[src/rtl/hazard_forward_ctrl.sv]
// Load-use stall, branch flush and EX operand forwarding control for a 5-stage pipeline.
// Define HFU_STATS_EN to get saturating stall-cycle and flush counters.
module hazard_forward_ctrl #(
    parameter int AW       = 5,
    parameter int LOAD_LAT = 1
) (
    input  logic          clk,
    input  logic          rst_n,
    input  logic          id_valid,
    input  logic [AW-1:0] id_rs,
    input  logic [AW-1:0] id_rt,
    input  logic [AW-1:0] id_dst,
    input  logic          id_regwrite,
    input  logic          id_memread,
    input  logic          branch_taken,
    output logic          pc_write,
    output logic          if_id_write,
    output logic          id_ex_bubble,
    output logic          flush_if_id,
    output logic          flush_id_ex,
    output logic [1:0]    fwd_a,
    output logic [1:0]    fwd_b,
    output logic [15:0]   stall_cycles,
    output logic [15:0]   flush_count
);

    typedef struct packed {
        logic          valid;
        logic [AW-1:0] rs;
        logic [AW-1:0] rt;
        logic [AW-1:0] dst;
        logic          regwrite;
        logic          memread;
    } stage_t;

    typedef enum logic [1:0] {IDLE, STALL, FLUSH} state_t;

    localparam logic [1:0] CNT_INIT = 2'(LOAD_LAT - 1);

    stage_t     ex_reg, mem_reg, wb_reg;
    state_t     state_reg;
    logic [1:0] cnt_reg;
    logic       branch, hazard, stall;

    function automatic logic [1:0] fwd_sel(input logic [AW-1:0] src,
                                           input stage_t mem_s, input stage_t wb_s);
        if (mem_s.valid && mem_s.regwrite && mem_s.dst != '0 && mem_s.dst == src)
            return 2'b10;
        else if (wb_s.valid && wb_s.regwrite && wb_s.dst != '0 && wb_s.dst == src)
            return 2'b01;
        else
            return 2'b00;
    endfunction

    // A branch seen while reset is held must not disturb the reset output values.
    always_comb begin
        branch = branch_taken & rst_n;
        hazard = id_valid && ex_reg.valid && ex_reg.memread && ex_reg.dst != '0 &&
                 (ex_reg.dst == id_rs || ex_reg.dst == id_rt) && state_reg != FLUSH;
        stall  = !branch && ((state_reg == STALL && cnt_reg != 2'd0) || hazard);
        pc_write     = !stall;
        if_id_write  = !stall;
        id_ex_bubble = branch || stall;
        flush_if_id  = branch;
        flush_id_ex  = branch;
        fwd_a = ex_reg.valid ? fwd_sel(ex_reg.rs, mem_reg, wb_reg) : 2'b00;
        fwd_b = ex_reg.valid ? fwd_sel(ex_reg.rt, mem_reg, wb_reg) : 2'b00;
    end

    always_ff @(posedge clk or negedge rst_n) begin
        if (!rst_n) begin
            state_reg <= IDLE;
            cnt_reg   <= 2'd0;
        end else if (branch) begin
            state_reg <= FLUSH;
            cnt_reg   <= 2'd0;
        end else begin
            case (state_reg)
                IDLE: begin
                    if (hazard) begin
                        state_reg <= STALL;
                        cnt_reg   <= CNT_INIT;
                    end
                end
                STALL: begin
                    if (cnt_reg != 2'd0) begin
                        cnt_reg <= cnt_reg - 2'd1;
                    end else if (hazard) begin
                        cnt_reg <= CNT_INIT;
                    end else begin
                        state_reg <= IDLE;
                    end
                end
                default: state_reg <= IDLE;
            endcase
        end
    end

    always_ff @(posedge clk or negedge rst_n) begin
        if (!rst_n) begin
            ex_reg  <= '0;
            mem_reg <= '0;
            wb_reg  <= '0;
        end else begin
            ex_reg  <= id_ex_bubble ? '0 :
                       {id_valid, id_rs, id_rt, id_dst, id_regwrite, id_memread};
            mem_reg <= ex_reg;
            wb_reg  <= mem_reg;
        end
    end

    // WB only ever sources a forward, so its source fields are carried but not read.
    logic unused_wb;
    assign unused_wb = ^{wb_reg.rs, wb_reg.rt, wb_reg.memread};

`ifdef HFU_STATS_EN
    logic [15:0] stall_cycles_reg, flush_count_reg;

    always_ff @(posedge clk or negedge rst_n) begin
        if (!rst_n) begin
            stall_cycles_reg <= 16'd0;
            flush_count_reg  <= 16'd0;
        end else begin
            if (!pc_write && stall_cycles_reg != 16'hFFFF)
                stall_cycles_reg <= stall_cycles_reg + 16'd1;
            if (branch && flush_count_reg != 16'hFFFF)
                flush_count_reg <= flush_count_reg + 16'd1;
        end
    end

    assign stall_cycles = stall_cycles_reg;
    assign flush_count  = flush_count_reg;
`else
    assign stall_cycles = 16'd0;
    assign flush_count  = 16'd0;
`endif

endmodule

[config.mk]
export PLATFORM = sky130hd
export DESIGN_NAME = hazard_forward_ctrl
export DESIGN_NICKNAME = d
export VERILOG_FILES = /design/src/rtl/hazard_forward_ctrl.sv
export SDC_FILE = /design/constraint.sdc
export NUM_CORES = 1
export LEC_CHECK = 0
export CORE_MARGIN = 1.5
export CORE_UTILIZATION = 49
export CTS_CLUSTER_SIZE = 25
export DETAILED_ROUTE_END_ITERATION = 10
export PLACE_DENSITY_LB_ADDON = 0.2
export SLEW_MARGIN = 10
export SYNTH_ARGS = -nofsm -noshare
export SYNTH_HDL_FRONTEND = slang
export SYNTH_SLANG_ARGS = --single-unit
[constraint.sdc]
create_clock -name clk -period 6.55 [get_ports clk]
set_input_delay 1.31 -clock clk [delete_from_list [all_inputs] [get_ports clk]]
set_output_delay 1.31 -clock clk [all_outputs]
set_load 0.02 [all_outputs]
==> results of run 1 <==
==> routing by layer <==
metal  track usage (%)  vias up
li1                  -      533
met1              18.0      525
met2              28.8       43
met3              3.87        8
met4              10.6        0
met5                 0        -
==> worst max-delay path, stage by stage <==
cell and delay (ns):
sky130_fd_sc_hd__clkdlybuf4s50_1 0.39, sky130_fd_sc_hd__buf_4 0.27, sky130_fd_sc_hd__nand2_1 0.17, sky130_fd_sc_hd__inv_1 0.13
sky130_fd_sc_hd__a211oi_4 0.50, sky130_fd_sc_hd__inv_2 0.04, sky130_fd_sc_hd__clkdlybuf4s50_1 0.54
==> cell type report <==
| cell class | instances | area (sq um) | share of cell area, % |
|---|---|---|---|
| Clock buffer | 5 | 68.8 | 3.22 |
| Tap cell | 46 | 57.6 | 2.69 |
| Timing Repair Buffer | 30 | 298 | 13.9 |
| Inverter | 4 | 15.0 | 0.702 |
| Multi-Input combinational cell | 120 | 756 | 35.3 |
| Sequential cell | 36 | 901 | 42.1 |
| Clock inverter | 3 | 42.5 | 1.99 |
==> worst max path at each step <==
stage,from,end,cells after the start
CTS,rst_n,id_ex_bubble,7
global placement,rst_n,id_ex_bubble,7
detailed placement,rst_n,id_ex_bubble,7
floorplan,id_rs[4],pc_write,6
finish,rst_n,id_ex_bubble,7
global route,rst_n,id_ex_bubble,7
==> cell usage in the layout (no fill, tap or decap), types with 2 or more instances in the layout <==
cell type,n
sky130_fd_sc_hd__dfrtp_1,36
sky130_fd_sc_hd__conb_1,32
sky130_fd_sc_hd__clkdlybuf4s50_1,29
sky130_fd_sc_hd__and2_1,20
sky130_fd_sc_hd__xnor2_1,18
sky130_fd_sc_hd__xor2_1,12
sky130_fd_sc_hd__nand3_1,6
sky130_fd_sc_hd__nand2_1,5
sky130_fd_sc_hd__clkbuf_8,5
sky130_fd_sc_hd__or4_1,4
sky130_fd_sc_hd__inv_1,3
sky130_fd_sc_hd__nor3_1,3
sky130_fd_sc_hd__nor4_1,3
sky130_fd_sc_hd__a21oi_1,3
sky130_fd_sc_hd__nor2_1,2
==> power by group <==
group	switching (mW)	internal [mW]	total (mW)
clock network	0.0789	0.112	0.191
logic	0.0399	0.0328	0.0727
registers	0.0148	0.236	0.251
==> metrics by stage <==
step / cell area, sq um / util, % / std cells
floorplan: 1940 / - / 195
CTS: 2140 / 62.1 / 244
global placement: 2030 / 58.9 / 236
global route: 2140 / 62.1 / 244
detailed placement: 2030 / 58.9 / 236
finish: 2140 / 62.1 / 244
==> logic make-up after synthesis <==
kind of cell / Yosys count
xor gates and xnor gates: 30
and+or+nand+nor: 45
DFF: 36
buffers and inverters: 39
AOI/OAI and AO/OA: 13
other: 1
==> flow_summary.rst, run 1 <==
.. list-table::
   :header-rows: 1

   * - Metric
     - Value
   * - Run status
     - finished, final reports clean
   * - Commonest cells in the netlist
     - sky130_fd_sc_hd__dfrtp_1, sky130_fd_sc_hd__buf_4, sky130_fd_sc_hd__and2_1
   * - Register area share after synthesis
     - 49.5%
   * - Setup slack on the worst flop-to-flop path
     - 4.40 ns
   * - GRT overflow
     - 0
   * - Data arrival time of the critical path
     - 3.39 ns
   * - Via count of the first global-routing pass
     - 1114
   * - Worst hold path startpoint
     - ex_reg[1]
   * - Combinational family with the most area after synthesis
     - buffers and inverters
   * - Ys flop type
     - sky130_fd_sc_hd__dfrtp_1
   * - Static power due to leakage
     - 0.944 nW
   * - Die outline area
     - 4090 sq um
   * - I/O pins
     - 62
   * - Antenna violations before repair
     - 0
   * - Met2 WL
     - 1580 microns
   * - Max Cap Violations
     - 0
   * - Min Clock Period, post-route
     - 4.70 ns
   * - Final worst-path setup slack
     - 1.85 ns
   * - Kind of path behind the tightest hold check
     - flip-flop to flip-flop
   * - Floorplan Core Area
     - 3440 sq um
   * - Clock slew seen by the registers of the worst setup and hold paths
     - 0.07 ns
   * - Average size of a mapped cell
     - 11.1 sq um
   * - Total length of routed wires
     - 2970 microns
   * - Unrepaired setup endpoints after global routing
     - no
   * - Largest cells by area after synthesis
     - sky130_fd_sc_hd__dfrtp_1, sky130_fd_sc_hd__buf_4, sky130_fd_sc_hd__xnor2_1, sky130_fd_sc_hd__and2_1, sky130_fd_sc_hd__xor2_1
   * - Final cycle utilization of the critical path
     - 71.8%
   * - Count of different cell masters after synthesis
     - 28
   * - Count of port buffers added during placement
     - 29
   * - Max Transition Viols Final
     - 0
   * - Flip-flop count of the largest register after layout
     - 18
   * - Number of instances resized during post-cts repair
     - 0
   * - Total negative slack
     - 0 ns
   * - Worst slack at placement
     - 1.82 ns
   * - Initial DRC count
     - 12
   * - Number of vias per cell after detailed routing
     - 4.55
   * - Count of cells along the worst register-to-register path
     - 5
   * - Final number of hold-violating endpoints
     - 0
   * - Reg-to-Reg Start
     - ex_reg[3]
   * - Total number of H-tree levels
     - 2
   * - Hold buffer count at cts
     - 0
   * - Routed length per placed instance
     - 12.2 microns
   * - Effective utilization at floorplan
     - 52.9%
   * - First-pass detailed-route iteration total
     - 4
   * - Top cell type by total area after synthesis
     - sky130_fd_sc_hd__dfrtp_1
   * - Endpoint kind of the worst setup timing path
     - primary output
   * - Netlist area before placement
     - 1820 sq um
   * - Gpl congestion
     - 0.777
   * - Detailed-route wire length on metal 1
     - 1130 microns
   * - Total via count in the routed design
     - 1109
   * - Die Span X
     - 64.0 microns
   * - Synth Instances
     - 164
   * - Cell count of the worst hold path
     - 0
   * - Wire length of the first global-routing pass
     - 5000 microns
   * - Root Driver
     - sky130_fd_sc_hd__clkbuf_8
   * - Power per unit of standard cell area
     - 241 nW/um^2
   * - Final setup violation count
     - 0
   * - Die boundary height
     - 64.0 microns
   * - Area fraction in compound gates after synthesis
     - 6.18%
   * - Number of nets in the layout
     - 218
   * - Total setup buffers inserted after CTS
     - 0
   * - Post-Synth XOR/XNOR Area
     - 14.4%
   * - Peak VDD IR
     - 0.247 mV
   * - Worst Skew
     - 0.00505 ns
   * - Destination of the worst hold path
     - mem_reg[1]
   * - Overall power consumption
     - 515 uW
   * - Number of synthesized register bits
     - 36
   * - # clock sinks
     - 36
   * - Reg-to-Reg End
     - ex_reg[9]
   * - Leading cell type by number of instances after synthesis
     - sky130_fd_sc_hd__dfrtp_1
   * - HPWL after DPL
     - 2290 microns
   * - DRC violations left
     - 0
   * - Worst Path Required
     - 5.24 ns
   * - Maximum clock insertion buffer count
     - 2
   * - Crit Path Category
     - input port to primary output
   * - Inserted Diodes
     - 0
   * - Fraction of final layout cells sized beyond drive strength 1
     - 7.07%
   * - Standard-cell row count
     - 21
   * - Slew @ Worst Pin
     - 0.588 ns
   * - Proportion of register bits with asynchronous set or reset after synthesis
     - 100%
   * - Post-route ant nets
     - 0
   * - Fraction of the mapped netlist area in adder cells
     - 0%
   * - TritonCTS Buffers
     - 5
   * - Post-synth EDFFs
     - 0
   * - Rel. slew slack
     - 60.6%
   * - Fill cell total of the finished layout
     - 290
   * - Clock tree from TritonCTS
     - done
   * - Syn. warnings
     - 0
   * - GRT Overall Usage
     - 16.6%
   * - Kind of start point of the critical path
     - input port
   * - Met3 WL
     - 167 microns
   * - Largest net degree at the start of global routing
     - 38
   * - Critical-path maximum fanout
     - 37
   * - Worst hold margin
     - 0.358 ns
   * - Fraction of post-synthesis cell area in the top cell type by area
     - 49.5%
   * - Max Used Layer
     - met4
   * - Area growth syn-to-layout
     - 17.4%
   * - Worst-Skew Late Latency
     - 0.29 ns
   * - Portion of netlist area occupied by mux cells
     - 0%
   * - Simple-Gate Fraction of Synth Area
     - 14.3%
   * - Maximum achievable frequency
     - 213 MHz
Power figures use the tool's default switching activity.
==> inputs of run 2 (changes only) <==
Settings changed: CORE_UTILIZATION 49 to 41.
Clock period 6.55 ns to 4.19 ns, I/O delays scaled along.
==> run 2 against run 1 <==
Combinational power up 55%. Setup slack worse by 1.3 ns. Hold slack worse by 0.0069 ns. Sequential power up 57%. Critical endpoint unchanged. Largest power group unchanged. Design area up 0.18%. Die area up 19%. Non-clock buffer count unchanged. Sequential share of layout area down 0.074 points.
==> flow_summary.rst, run 2 (same netlist as run 1, synthesis figures left out) <==
.. list-table::
   :header-rows: 1

   * - Metric
     - Value
   * - Post-route ant nets
     - 0
   * - Worst Path Required
     - 3.35 ns
   * - Crit Path Category
     - input port to primary output
   * - Area growth syn-to-layout
     - 17.6%
   * - Hold buffer count at cts
     - 0
   * - Clock slew seen by the registers of the worst setup and hold paths
     - 0.06 ns
   * - Final cycle utilization of the critical path
     - 87.6%
   * - Setup slack on the worst flop-to-flop path
     - 2.03 ns
   * - Die boundary height
     - 69.7 microns
   * - GRT Overall Usage
     - 13.4%
   * - Inserted Diodes
     - 0
   * - Most common library cell in the layout ignoring fill and taps
     - sky130_fd_sc_hd__dfrtp_1
   * - Maximum achievable frequency
     - 272 MHz
   * - Data arrival time of the critical path
     - 2.83 ns
   * - Die outline area
     - 4850 sq um
   * - Effective utilization at floorplan
     - 42.1%
   * - Standard-cell row count
     - 24
   * - Reg-to-Reg End
     - ex_reg[1]
   * - Number of instances resized during post-cts repair
     - 0
   * - Total via count in the routed design
     - 1107
   * - GRT overflow
     - 0
   * - Reg-to-Reg Start
     - ex_reg[3]
   * - Count of cells along the worst register-to-register path
     - 5
   * - Unrepaired setup endpoints after global routing
     - no
   * - Kind of path behind the tightest hold check
     - flip-flop to flip-flop
   * - Final setup violation count
     - 0
   * - Number of vias per cell after detailed routing
     - 4.43
   * - Critical-path maximum fanout
     - 19
   * - Rel. slew slack
     - 60.0%
   * - Peak VDD IR
     - 0.205 mV
   * - Max Cap Violations
     - 0
   * - Count of port buffers added during placement
     - 29
   * - Total number of H-tree levels
     - 2
   * - Initial DRC count
     - 34
   * - I/O pins
     - 62
   * - End of the critical path
     - id_ex_bubble
   * - Worst-Skew Late Latency
     - 0.28 ns
   * - Most used cells in the layout excluding fill and tap cells
     - sky130_fd_sc_hd__dfrtp_1, sky130_fd_sc_hd__conb_1, sky130_fd_sc_hd__clkdlybuf4s50_1
   * - Critical path origin
     - id_rs[4]
   * - Flip-flop count of the largest register after layout
     - 18
   * - Root Driver
     - sky130_fd_sc_hd__clkbuf_8
   * - Number of nets in the layout
     - 218
   * - Routed length per placed instance
     - 11.8 microns
   * - DRC violations left
     - 0
   * - TritonCTS Buffers
     - 5
   * - Total setup buffers inserted after CTS
     - 0
   * - Total negative slack
     - 0 ns
   * - Power per unit of standard cell area
     - 373 nW/um^2
   * - Floorplan Core Area
     - 4320 sq um
   * - Largest net degree at the start of global routing
     - 37
   * - Static power due to leakage
     - 0.945 nW
   * - Wire length of the first global-routing pass
     - 5050 microns
   * - Min Clock Period, post-route
     - 3.67 ns
   * - # clock sinks
     - 36
   * - Total length of routed wires
     - 2940 microns
   * - Maximum clock insertion buffer count
     - 2
   * - Endpoint kind of the worst setup timing path
     - primary output
   * - Max Transition Viols Final
     - 0
   * - HPWL after DPL
     - 2400 microns
   * - Final number of hold-violating endpoints
     - 0
   * - Fraction of final layout cells sized beyond drive strength 1
     - 6.57%
   * - Via count of the first global-routing pass
     - 1134
   * - Antenna violations before repair
     - 0
   * - First-pass detailed-route iteration total
     - 4
   * - Gpl congestion
     - 0.829
   * - Worst Skew
     - 0.00570 ns
   * - Die Span X
     - 69.7 microns
   * - Slew @ Worst Pin
     - 0.598 ns
   * - Count of placed standard cells in the final layout, fillers left out
     - 250
   * - Worst slack at placement
     - 0.456 ns
   * - Kind of start point of the critical path
     - input port
   * - Final worst-path setup slack
     - 0.519 ns
   * - Clock tree from TritonCTS
     - done
   * - Cell count after placement
     - 242
   * - Run status
     - finished, final reports clean
-- run 2: cell types whose count changed in the layout (fill, tap and decap cells not counted) --
cell / change
sky130_fd_sc_hd__clkinvlp_4: -1
sky130_fd_sc_hd__clkbuf_1: +1
-- run 2: final cells by class --
type | count | area (sq um)
Sequential cell | 36 | 901
Tap cell | 52 | 65.1
Multi-Input combinational cell | 120 | 756
Inverter | 4 | 15.0
Clock buffer | 6 | 72.6
Clock inverter | 2 | 35.0
Timing Repair Buffer | 30 | 298
Fill cell | 428 | 2180
-- run 2: how the worst min path moves through the flow --
stage	start	endpoint	slack [ns]	cells past startpoint
2_1_floorplan	ex_reg[1]	mem_reg[1]	0.33	0
3_3_place_gp	ex_reg[1]	mem_reg[1]	0.34	0
3_5_place_dp	ex_reg[1]	mem_reg[1]	0.34	0
4_1_cts	ex_reg[1]	mem_reg[1]	0.36	0
5_1_grt	ex_reg[1]	mem_reg[1]	0.37	0
6_report	ex_reg[1]	mem_reg[1]	0.35	0
-- run 2: report_power, final --
part	internal, mW	switching, mW
combinational	0.0513	0.0622
sequential	0.370	0.0231
clock	0.176	0.116
-- run 2: through the flow --
| stage | cell area, sq um | util (%) | power (mW) | hold WS (ns) |
|---|---|---|---|---|
| after floorplan | 1940 | - | 0.494 | 0.331 |
| after global placement | 2030 | 47.0 | 0.513 | 0.338 |
| after detailed placement | 2030 | 47.0 | 0.515 | 0.340 |
| after CTS | 2140 | 49.5 | 0.809 | 0.356 |
| after global routing | 2140 | 49.5 | 0.843 | 0.372 |
| final | 2140 | 49.5 | 0.798 | 0.351 |
-- run 2: routing by layer --
layer,wire (microns),track usage (%)
met5,0,0
met4,68,6.20
met3,145,3.78
met2,1580,22.4
met1,1140,16.0
-- run 2: worst max-delay path, stage by stage --
cell and delay [ns]:
sky130_fd_sc_hd__clkdlybuf4s50_1 0.44, sky130_fd_sc_hd__xnor2_1 0.13, sky130_fd_sc_hd__nand3_1 0.08, sky130_fd_sc_hd__o22ai_1 0.16, sky130_fd_sc_hd__a211oi_4 0.58, sky130_fd_sc_hd__inv_2 0.04
sky130_fd_sc_hd__clkdlybuf4s50_1 0.55
